File: src/rtl/lc3_pkg.sv
// Shared encodings for the LC-3 multi-cycle sequencer: opcodes, FSM states
// and the datapath mux-select codes driven by the control unit.
package lc3_pkg;

  typedef enum logic [2:0] {
    S_IDLE   = 3'd0,
    S_FETCH  = 3'd1,
    S_DECODE = 3'd2,
    S_EXEC   = 3'd3,
    S_MEM    = 3'd4,
    S_HALT   = 3'd5,
    S_ERROR  = 3'd6
  } state_t;

  localparam logic [3:0] OP_BR   = 4'h0;
  localparam logic [3:0] OP_ADD  = 4'h1;
  localparam logic [3:0] OP_LD   = 4'h2;
  localparam logic [3:0] OP_ST   = 4'h3;
  localparam logic [3:0] OP_JSR  = 4'h4;
  localparam logic [3:0] OP_AND  = 4'h5;
  localparam logic [3:0] OP_LDR  = 4'h6;
  localparam logic [3:0] OP_STR  = 4'h7;
  localparam logic [3:0] OP_RTI  = 4'h8;
  localparam logic [3:0] OP_NOT  = 4'h9;
  localparam logic [3:0] OP_LDI  = 4'hA;
  localparam logic [3:0] OP_STI  = 4'hB;
  localparam logic [3:0] OP_JMP  = 4'hC;
  localparam logic [3:0] OP_RES  = 4'hD;
  localparam logic [3:0] OP_LEA  = 4'hE;
  localparam logic [3:0] OP_TRAP = 4'hF;

  localparam logic [1:0] PC_INC   = 2'd0;
  localparam logic [1:0] PC_OFF9  = 2'd1;
  localparam logic [1:0] PC_BASE  = 2'd2;
  localparam logic [1:0] PC_OFF11 = 2'd3;

  localparam logic [1:0] SRC_ALU = 2'd0;
  localparam logic [1:0] SRC_MEM = 2'd1;
  localparam logic [1:0] SRC_PC  = 2'd2;
  localparam logic [1:0] SRC_EA  = 2'd3;

  localparam logic ADDR_PC  = 1'b0;
  localparam logic ADDR_MAR = 1'b1;

  localparam logic [2:0] LINK_REG = 3'd7;

  function automatic logic is_load(input logic [3:0] op);
    return (op == OP_LD) || (op == OP_LDR);
  endfunction

  function automatic logic is_store(input logic [3:0] op);
    return (op == OP_ST) || (op == OP_STR);
  endfunction

endpackage

File: src/rtl/lc3_branch_eval.sv
// Branch resolution: the instruction's nzp mask against the live condition
// codes. A zero mask can never match, so BR with nzp=000 is a no-op.
module lc3_branch_eval (
  input  logic [2:0] nzp_mask,
  input  logic       n_flag,
  input  logic       z_flag,
  input  logic       p_flag,
  output logic       taken
);

  assign taken = |(nzp_mask & {n_flag, z_flag, p_flag});

endmodule

File: src/rtl/lc3_control_unit.sv
// Multi-cycle LC-3 sequencer: fetch/decode/execute/memory FSM producing all
// datapath strobes and selects, with a memory-wait watchdog and retire counter.
module lc3_control_unit
  import lc3_pkg::*;
#(
  parameter int MEM_TIMEOUT = 64,
  parameter int ICOUNT_W    = 16
) (
  input  logic                clk,
  input  logic                reset,
  input  logic                start,
  input  logic [15:0]         ir,
  input  logic                n_flag,
  input  logic                z_flag,
  input  logic                p_flag,
  input  logic                mem_ready,
  output logic                mem_req,
  output logic                mem_we,
  output logic                addr_sel,
  output logic                ld_ir,
  output logic                ld_pc,
  output logic [1:0]          pc_sel,
  output logic                ld_mar,
  output logic                ld_reg,
  output logic [1:0]          reg_src,
  output logic [2:0]          dr,
  output logic                cc_write,
  output logic                halted,
  output logic                illegal,
  output logic                timeout_err,
  output logic [ICOUNT_W-1:0] icount
);

  localparam int WAIT_W = (MEM_TIMEOUT > 1) ? $clog2(MEM_TIMEOUT + 1) : 1;

  state_t              state_reg, state_next;
  logic [WAIT_W-1:0]   wait_cnt_reg, wait_cnt_next;
  logic [ICOUNT_W-1:0] icount_reg, icount_next;
  logic                illegal_reg, illegal_next;
  logic                timeout_reg, timeout_next;

  logic [3:0] opcode;
  logic       br_taken;
  logic       mem_waiting;
  logic       wait_expired;

  assign opcode = ir[15:12];

  lc3_branch_eval u_branch_eval (
    .nzp_mask (ir[11:9]),
    .n_flag   (n_flag),
    .z_flag   (z_flag),
    .p_flag   (p_flag),
    .taken    (br_taken)
  );

  // Derived from state directly (not from mem_req) to keep the decode acyclic.
  assign mem_waiting  = ((state_reg == S_FETCH) || (state_reg == S_MEM)) && !mem_ready;
  assign wait_expired = (MEM_TIMEOUT != 0) && mem_waiting &&
                        ((32'(wait_cnt_reg) + 32'd1) == 32'(MEM_TIMEOUT));

  always_comb begin
    state_next   = state_reg;
    icount_next  = icount_reg;
    illegal_next = illegal_reg;
    timeout_next = timeout_reg;
    mem_req      = 1'b0;
    mem_we       = 1'b0;
    addr_sel     = ADDR_PC;
    ld_ir        = 1'b0;
    ld_pc        = 1'b0;
    pc_sel       = PC_INC;
    ld_mar       = 1'b0;
    ld_reg       = 1'b0;
    reg_src      = SRC_ALU;
    dr           = 3'd0;
    cc_write     = 1'b0;

    case (state_reg)
      S_IDLE: begin
        if (start) state_next = S_FETCH;
      end

      S_FETCH: begin
        mem_req  = 1'b1;
        addr_sel = ADDR_PC;
        if (mem_ready) begin
          ld_ir      = 1'b1;
          ld_pc      = 1'b1;
          pc_sel     = PC_INC;
          state_next = S_DECODE;
        end else if (wait_expired) begin
          state_next   = S_ERROR;
          timeout_next = 1'b1;
        end
      end

      S_DECODE: state_next = S_EXEC;

      S_EXEC: begin
        case (opcode)
          OP_ADD, OP_AND, OP_NOT, OP_LEA: begin
            ld_reg     = 1'b1;
            reg_src    = (opcode == OP_LEA) ? SRC_EA : SRC_ALU;
            dr         = ir[11:9];
            cc_write   = 1'b1;
            state_next = S_FETCH;
          end
          OP_BR: begin
            if (br_taken) begin
              ld_pc  = 1'b1;
              pc_sel = PC_OFF9;
            end
            state_next = S_FETCH;
          end
          OP_JMP: begin
            ld_pc      = 1'b1;
            pc_sel     = PC_BASE;
            state_next = S_FETCH;
          end
          // R7 captures the incremented PC while the PC itself is redirected.
          OP_JSR: begin
            ld_reg     = 1'b1;
            reg_src    = SRC_PC;
            dr         = LINK_REG;
            ld_pc      = 1'b1;
            pc_sel     = ir[11] ? PC_OFF11 : PC_BASE;
            state_next = S_FETCH;
          end
          OP_LD, OP_LDR, OP_ST, OP_STR: begin
            ld_mar     = 1'b1;
            state_next = S_MEM;
          end
          OP_TRAP: state_next = S_HALT;
          default: begin
            state_next   = S_ERROR;
            illegal_next = 1'b1;
          end
        endcase
        if ((state_next == S_FETCH) || (state_next == S_HALT))
          icount_next = icount_reg + ICOUNT_W'(1);
      end

      S_MEM: begin
        mem_req  = 1'b1;
        addr_sel = ADDR_MAR;
        mem_we   = is_store(opcode);
        if (mem_ready) begin
          if (is_load(opcode)) begin
            ld_reg   = 1'b1;
            reg_src  = SRC_MEM;
            dr       = ir[11:9];
            cc_write = 1'b1;
          end
          state_next  = S_FETCH;
          icount_next = icount_reg + ICOUNT_W'(1);
        end else if (wait_expired) begin
          state_next   = S_ERROR;
          timeout_next = 1'b1;
        end
      end

      default: ;
    endcase
  end

  always_comb begin
    wait_cnt_next = '0;
    if ((state_next == state_reg) && mem_waiting)
      wait_cnt_next = wait_cnt_reg + WAIT_W'(1);
  end

  always_ff @(posedge clk) begin
    if (reset) begin
      state_reg    <= S_IDLE;
      wait_cnt_reg <= '0;
      icount_reg   <= '0;
      illegal_reg  <= 1'b0;
      timeout_reg  <= 1'b0;
    end else begin
      state_reg    <= state_next;
      wait_cnt_reg <= wait_cnt_next;
      icount_reg   <= icount_next;
      illegal_reg  <= illegal_next;
      timeout_reg  <= timeout_next;
    end
  end

  assign halted      = (state_reg == S_HALT);
  assign illegal     = illegal_reg;
  assign timeout_err = timeout_reg;
  assign icount      = icount_reg;

endmodule

File: config.mk
export PLATFORM = sky130hd
export DESIGN_NAME = lc3_control_unit
export DESIGN_NICKNAME = d
export VERILOG_FILES = /design/src/rtl/lc3_pkg.sv /design/src/rtl/lc3_branch_eval.sv /design/src/rtl/lc3_control_unit.sv
export SDC_FILE = /design/constraint.sdc
export NUM_CORES = 1
export LEC_CHECK = 0
export BUFFER_PORTS_ARGS = -buffer_cell sky130_fd_sc_hd__buf_2
export CORE_MARGIN = 8
export CORE_UTILIZATION = 40
export DETAILED_ROUTE_END_ITERATION = 10
export GPL_TIMING_DRIVEN = 0
export PLACE_DENSITY = 0.66
export SYNTH_ARGS = -nofsm -noshare
export SYNTH_HDL_FRONTEND = slang
export SYNTH_SLANG_ARGS = --single-unit
File: constraint.sdc
create_clock -name clk -period 2.5 [get_ports clk]
set_clock_uncertainty 0.15 [all_clocks]
set_input_delay 0.5 -clock clk [delete_from_list [all_inputs] [get_ports clk]]
set_output_delay 0.5 -clock clk [all_outputs]
set_load 0.01 [all_outputs]
==> results.ini, run 1 <==
[detailed_routing]
viasPerCell = 5.17
ant_nets = 0
drcViolationCount = 0
drtPass1Iterations = 4
via_count = 1560
drtIter0Drc = 70
wl_per_cell_um = 13.3
routed_wl_um = 4010

[outcome]
status = completed

[clock_tree]
htree_num_levels = 1
insertion_delay_ns = 0.27
cts_buffer_depth = 2
cts_hold_buf = 0
cts_root_buf = clkbuf_8
cts_sinks = 28
cts.reportedPaths.clkPinSlew_ns = 0.09
cts_tree = done
cts_buffers = 3

[layout]
largest_reg_flops = 16
stdcell_area_um2 = 2060
nFillCells = 389
final_core_util_pct = 51.6
seq_area_um2 = 564
diodes = 0
multiInputGateArea_um2 = 1040
syn_to_final_growth_pct = 24.2
layout-drive-gt1-share_pct = 27.8
layout.nets = 278
final_cells = 302

[setup_path]
cp_max_fo = 9
crit_type = reg -> out
reg2reg_setup_slack_ns = 0.35
r2r_end = wait_cnt_reg[5]$_SDFF_PP0_
cp-end-kind = output pin
r2r-start = wait_cnt_reg[2]$_SDFF_PP0_
worstSetupEndpoint = dr[2]
worstRegToRegCells = 5
crit_start = state_reg[0]$_SDFF_PP0_
crit_arrival_ns = 1.79
startpoint_type = flop
cp.required_ns = 1.85

[yosys]
async_reset_ff_share_pct = 0
synth_area_um2 = 1660
synth_most_common_cell = nor2_1
synth_top_area_share_pct = 33.7
ys_ff_latch = 28
synth_sequential_area_ratio_pct = 33.7
yosys_warnings = 0
syn_inst = 201
synth_edf_count = 0
synth_nets = 226
synth_common_cells = nor2_1, dfxtp_1, xor2_1, a21oi_1
synthFlopType = dfxtp_1
avgSynthCellArea_um2 = 8.27
synth.distinct_cells = 49
synth_area_leaders = dfxtp_1, xor2_1, nor2_1, a21oi_1, o211ai_1
synth_top_area_cell = dfxtp_1

[place]
gp_congestion = 0.802
post-place-cells = 297
dpl_cell_area_um2 = 1960
io_buffers = 46
hpwl_um = 3060
post-place-ws_ns = -0.0781

[timing]
slew_headroom_pct = 61.3
hold_ws_ns = 0.297
period_share_pct = 97.4
slew_viol_final = 0
post-route-min-period_ns = 2.44
fin_ws_ns = 0.0641
max_freq_mhz = 411
worstMarginPinSlew_ns = 0.580
hold_viol = 0
setup_viol = 0

[floorplan]
fp.dieW_um = 80.5
pin_count = 57
initial_core_util_pct = 41.6
die_h_um = 80.5
die-area_um2 = 6480
fp-row-count = 23
core_um2 = 4000

[grt]
grt.overflow.total = 0
antenna_found_initial = 0
grtUsageTotal_pct = 12.8
grt_pass1_wl_um = 6870
grt_max_degree = 17
grt_pass1_vias = 1534

[pwr]
peakVddDrop_mv = 0.415
p_leak_uw = 0.000931
powerDensity_nw_per_um2 = 453

[hold_path]
hold_path.class = reg -> reg

[flow_run]
drv_cap = 0

report_power, final:
part / leakage (uW) / internal, uW / switching (uW)
combinational: 0.000668 / 52.1 / 74.6
clock: 0.0000357 / 214 / 137
sequential: 0.000227 / 451 / 6.11
total: 0.000931 / 717 / 218
cells in the final DEF, fill, tap and decap left out, types with 3 or more instances in the layout:
cell type	count
buf_2	49
nor2_1	32
dfxtp_1	27
xor2_1	16
a21oi_1	12
o21ai_0	7
and3_1	7
inv_1	6
nand2_1	6
o211ai_1	6
nand2b_1	5
o21a_1	4
clkbuf_1	4
nor3b_1	4
xnor2_1	4
buf_4	4
o2111ai_1	4
nor3_1	3
nor4_1	3
nand3_1	3
or3_1	3
nand4_1	3
clkbuf_8	3
metrics by stage:
step | power (uW) | TNS, ns
after floorplan | 551 | 0
after global placement | 588 | -0.236
after detailed placement | 588 | -0.218
after CTS | 944 | 0
after global routing | 978 | -0.0129
final | 935 | 0
repair_timing:
| item | 4_1_cts | 5_1_grt |
|---|---|---|
| pin swaps | 2 | 4 |
| endpoints found under the setup margin | 3 | 3 |
| gates resized for setup | 2 | 7 |
| buffers inserted | 2 | 1 |
cell families after synthesis:
kind of cell,synth area share (%)
AO/OA/AOI/OAI,19.6
multiplexers,0.677
adder cells (fa/ha/maj),1.50
AND/OR/NAND/NOR,29.1
flip-flops,33.7
buffers and inverters,4.82
XOR/XNOR,10.5
worst min path at each step:
stage | startpoint | to | slack [ns] | cells after the start
final | timeout_err$_SDFFE_PP0P_ | timeout_err$_SDFFE_PP0P_ | 0.30 | 2
after CTS | timeout_err$_SDFFE_PP0P_ | timeout_err$_SDFFE_PP0P_ | 0.30 | 2
after global placement | timeout_err$_SDFFE_PP0P_ | timeout_err$_SDFFE_PP0P_ | 0.28 | 2
after detailed placement | timeout_err$_SDFFE_PP0P_ | timeout_err$_SDFFE_PP0P_ | 0.29 | 2
after global routing | timeout_err$_SDFFE_PP0P_ | timeout_err$_SDFFE_PP0P_ | 0.32 | 2
after floorplan | wait_cnt_reg[0]$_SDFF_PP0_ | wait_cnt_reg[0]$_SDFF_PP0_ | 0.28 | 1
metal layers:
layer  routed length [um]  up-vias  part of all wire, %  GRT usage, %
met5                    0        -                    0             0
met4                   31        0                 0.77          2.18
met3                  125        4                  3.1          3.35
met2                 2000       22                   50          22.6
met1                 1860      711                   46          15.1
li1                     -      823                    -             -
final cells by class:
type	count	share of cell area, %
clock inverters	1	1.45
well taps	50	3.03
multi-input cells	156	50.5
inverters	6	1.09
plain buffers	9	2.36
clock buffers	3	2.00
flip-flops and latches	28	27.3
repair buffers	49	12.2
worst max-delay path, cell delays in order (launching register included):
cell and delay [ns]:
dfxtp_1 0.35, buf_6 0.15, nand3b_4 0.10, or3_4 0.43, nor3_4 0.22, o21a_1 0.14
buf_2 0.12
(Power assumes the default switching activity.)
==> run 2: changes to the inputs <==
--- a/config.mk
+++ b/config.mk
@@ -7,10 +7,10 @@
 export LEC_CHECK = 0
 export BUFFER_PORTS_ARGS = -buffer_cell sky130_fd_sc_hd__buf_2
 export CORE_MARGIN = 8
-export CORE_UTILIZATION = 40
+export CORE_UTILIZATION = 49
 export DETAILED_ROUTE_END_ITERATION = 10
 export GPL_TIMING_DRIVEN = 0
-export PLACE_DENSITY = 0.66
+export PLACE_DENSITY = 0.78
 export SYNTH_ARGS = -nofsm -noshare
 export SYNTH_HDL_FRONTEND = slang
 export SYNTH_SLANG_ARGS = --single-unit
==> run 2 against run 1 <==
Critical path depth up 1. Design area up 0.12%. Utilization up 11 points. Sequential power about the same. Maximum frequency down 1.3%.
==> results.ini, run 2 (synthesis results as in run 1) <==
[outcome]
status = completed

[timing]
slew_headroom_pct = 62.9
slew_viol_final = 0
worstMarginPinSlew_ns = 0.556
post-route-min-period_ns = 2.47
grt_setup_unrepaired = yes
max_freq_mhz = 405
period_share_pct = 98.7
setup_viol = 0
fin_tns_setup_ns = 0
hold_viol = 0

[grt]
grt_pass1_wl_um = 6850
grt.overflow.total = 0
grt_use_met3_pct = 5.12
grtUsageTotal_pct = 15.2
met2_usage_pct = 26.0
grt_pass1_vias = 1552
antenna_found_initial = 0
gr-usage-met1_pct = 18.1
grt_max_degree = 16
grt-busiest-layer = met2

[layout]
final_core_util_pct = 62.4
final_cell_mix = buf_2, nor2_1, dfxtp_1
nFillCells = 333
seq_area_um2 = 563
final_cells = 303
mostFrequentLayoutCell = buf_2
multiInputGateArea_um2 = 1050
diodes = 0
layout-drive-gt1-share_pct = 30.0
largest_reg_flops = 16
layout.nets = 283
syn_to_final_growth_pct = 24.3

[place]
gp_congestion = 0.807
hpwl_um = 3020
post-place-cells = 293
io_buffers = 46

[clock_tree]
cts_buffers = 3
cts_hold_buf = 0
htree_num_levels = 1
cts_buffer_depth = 2
cts.reportedPaths.clkPinSlew_ns = 0.15
cts_root_buf = clkbuf_4
insertion_delay_ns = 0.33
cts_sinks = 28
cts_tree = done

[detailed_routing]
ant_nets = 0
routed_wl_um = 4070
drcViolationCount = 0
drtPass1Iterations = 4
via_count = 1661
wl_per_cell_um = 13.4
drtIter0Drc = 134
viasPerCell = 5.48

[floorplan]
core_um2 = 3310
pin_count = 57
die-area_um2 = 5510
initial_core_util_pct = 50.2
fp-row-count = 21
die_h_um = 74.3
fp.dieW_um = 74.3

[pwr]
intPower_uw = 602
power.switching_uw = 219
powerDensity_nw_per_um2 = 397
peakVddDrop_mv = 0.403
swShare_pct = 26.7
clock_power_share_pct = 27.5
p_seq_share_pct = 55.9
combPwrFrac_pct = 16.6
p_leak_uw = 0.000941

[setup_path]
cp-end-kind = output pin
crit_start = state_reg[0]$_SDFF_PP0_
r2r_end = wait_cnt_reg[4]$_SDFF_PP0_
cp_max_fo = 7
startpoint_type = flop
crit_arrival_ns = 1.82
worstRegToRegCells = 5
r2r-start = wait_cnt_reg[2]$_SDFF_PP0_
worstSetupEndpoint = dr[2]
crit_type = reg -> out
reg2reg_setup_slack_ns = 0.36
cp.required_ns = 1.85

[flow_run]
drv_cap = 0

[hold_path]
hold_path.class = reg -> reg

run 2: worst min-delay path by stage:
stage          slack, ns  depth (start not counted)                  startpoint                    endpoint
6_report            0.31                          2    timeout_err$_SDFFE_PP0P_    timeout_err$_SDFFE_PP0P_
5_1_grt             0.35                          2    timeout_err$_SDFFE_PP0P_    timeout_err$_SDFFE_PP0P_
4_1_cts             0.32                          2    timeout_err$_SDFFE_PP0P_    timeout_err$_SDFFE_PP0P_
3_5_place_dp        0.30                          2    timeout_err$_SDFFE_PP0P_    timeout_err$_SDFFE_PP0P_
3_3_place_gp        0.29                          2    timeout_err$_SDFFE_PP0P_    timeout_err$_SDFFE_PP0P_
2_1_floorplan       0.28                          1  wait_cnt_reg[0]$_SDFF_PP0_  wait_cnt_reg[0]$_SDFF_PP0_
run 2: power groups by stage:
stage / sequential, uW / combinational (uW) / clock [uW]
after floorplan: 466 / 84.7 / 0
after global placement: 466 / 120 / 0
after detailed placement: 467 / 121 / 0
after CTS: 458 / 126 / 230
after global routing: 460 / 151 / 252
final: 459 / 136 / 226
run 2: what timing repair did:
action / CTS / global route
pin swaps: 4 / 3
resized for setup: 6 / 3
hold endpoints to repair: 0 / 0
cloned: 0 / 0
setup endpoints to repair: 4 / 6
buffers inserted: 4 / 4
run 2: critical path, stage by stage (launching register included):
cell and delay (ns):
dfxtp_2 0.34, buf_6 0.12, and4bb_4 0.33, a2bb2oi_2 0.05, nor3b_2 0.22, a21o_1 0.17, o21a_1 0.13, buf_2 0.12
run 2: per-stage QoR:
stage	instance area, um2	hold slack (ns)	setup slack [ns]	total power (uW)
after detailed placement	1950	0.301	-0.0555	588
final	2070	0.312	0.0320	821
after floorplan	1660	0.276	0.145	551
after global placement	1950	0.289	-0.0518	586
after CTS	2030	0.321	0.0206	813
after global routing	2070	0.349	-0.0840	863
run 2: layout make-up:
type / count / area share (%)
Timing Repair Buffer: 54 / 14.0
Inverter: 6 / 1.09
Sequential cell: 28 / 27.2
Tap cell: 46 / 2.78
Clock buffer: 4 / 1.76
Multi-Input combinational cell: 156 / 50.7
Buffer: 9 / 2.36
run 2: layer usage:
metal	part of all wire, %	vias up
li1	-	827
met1	44	790
met2	49	38
met3	5.8	6
met4	0.93	0
met5	0	-
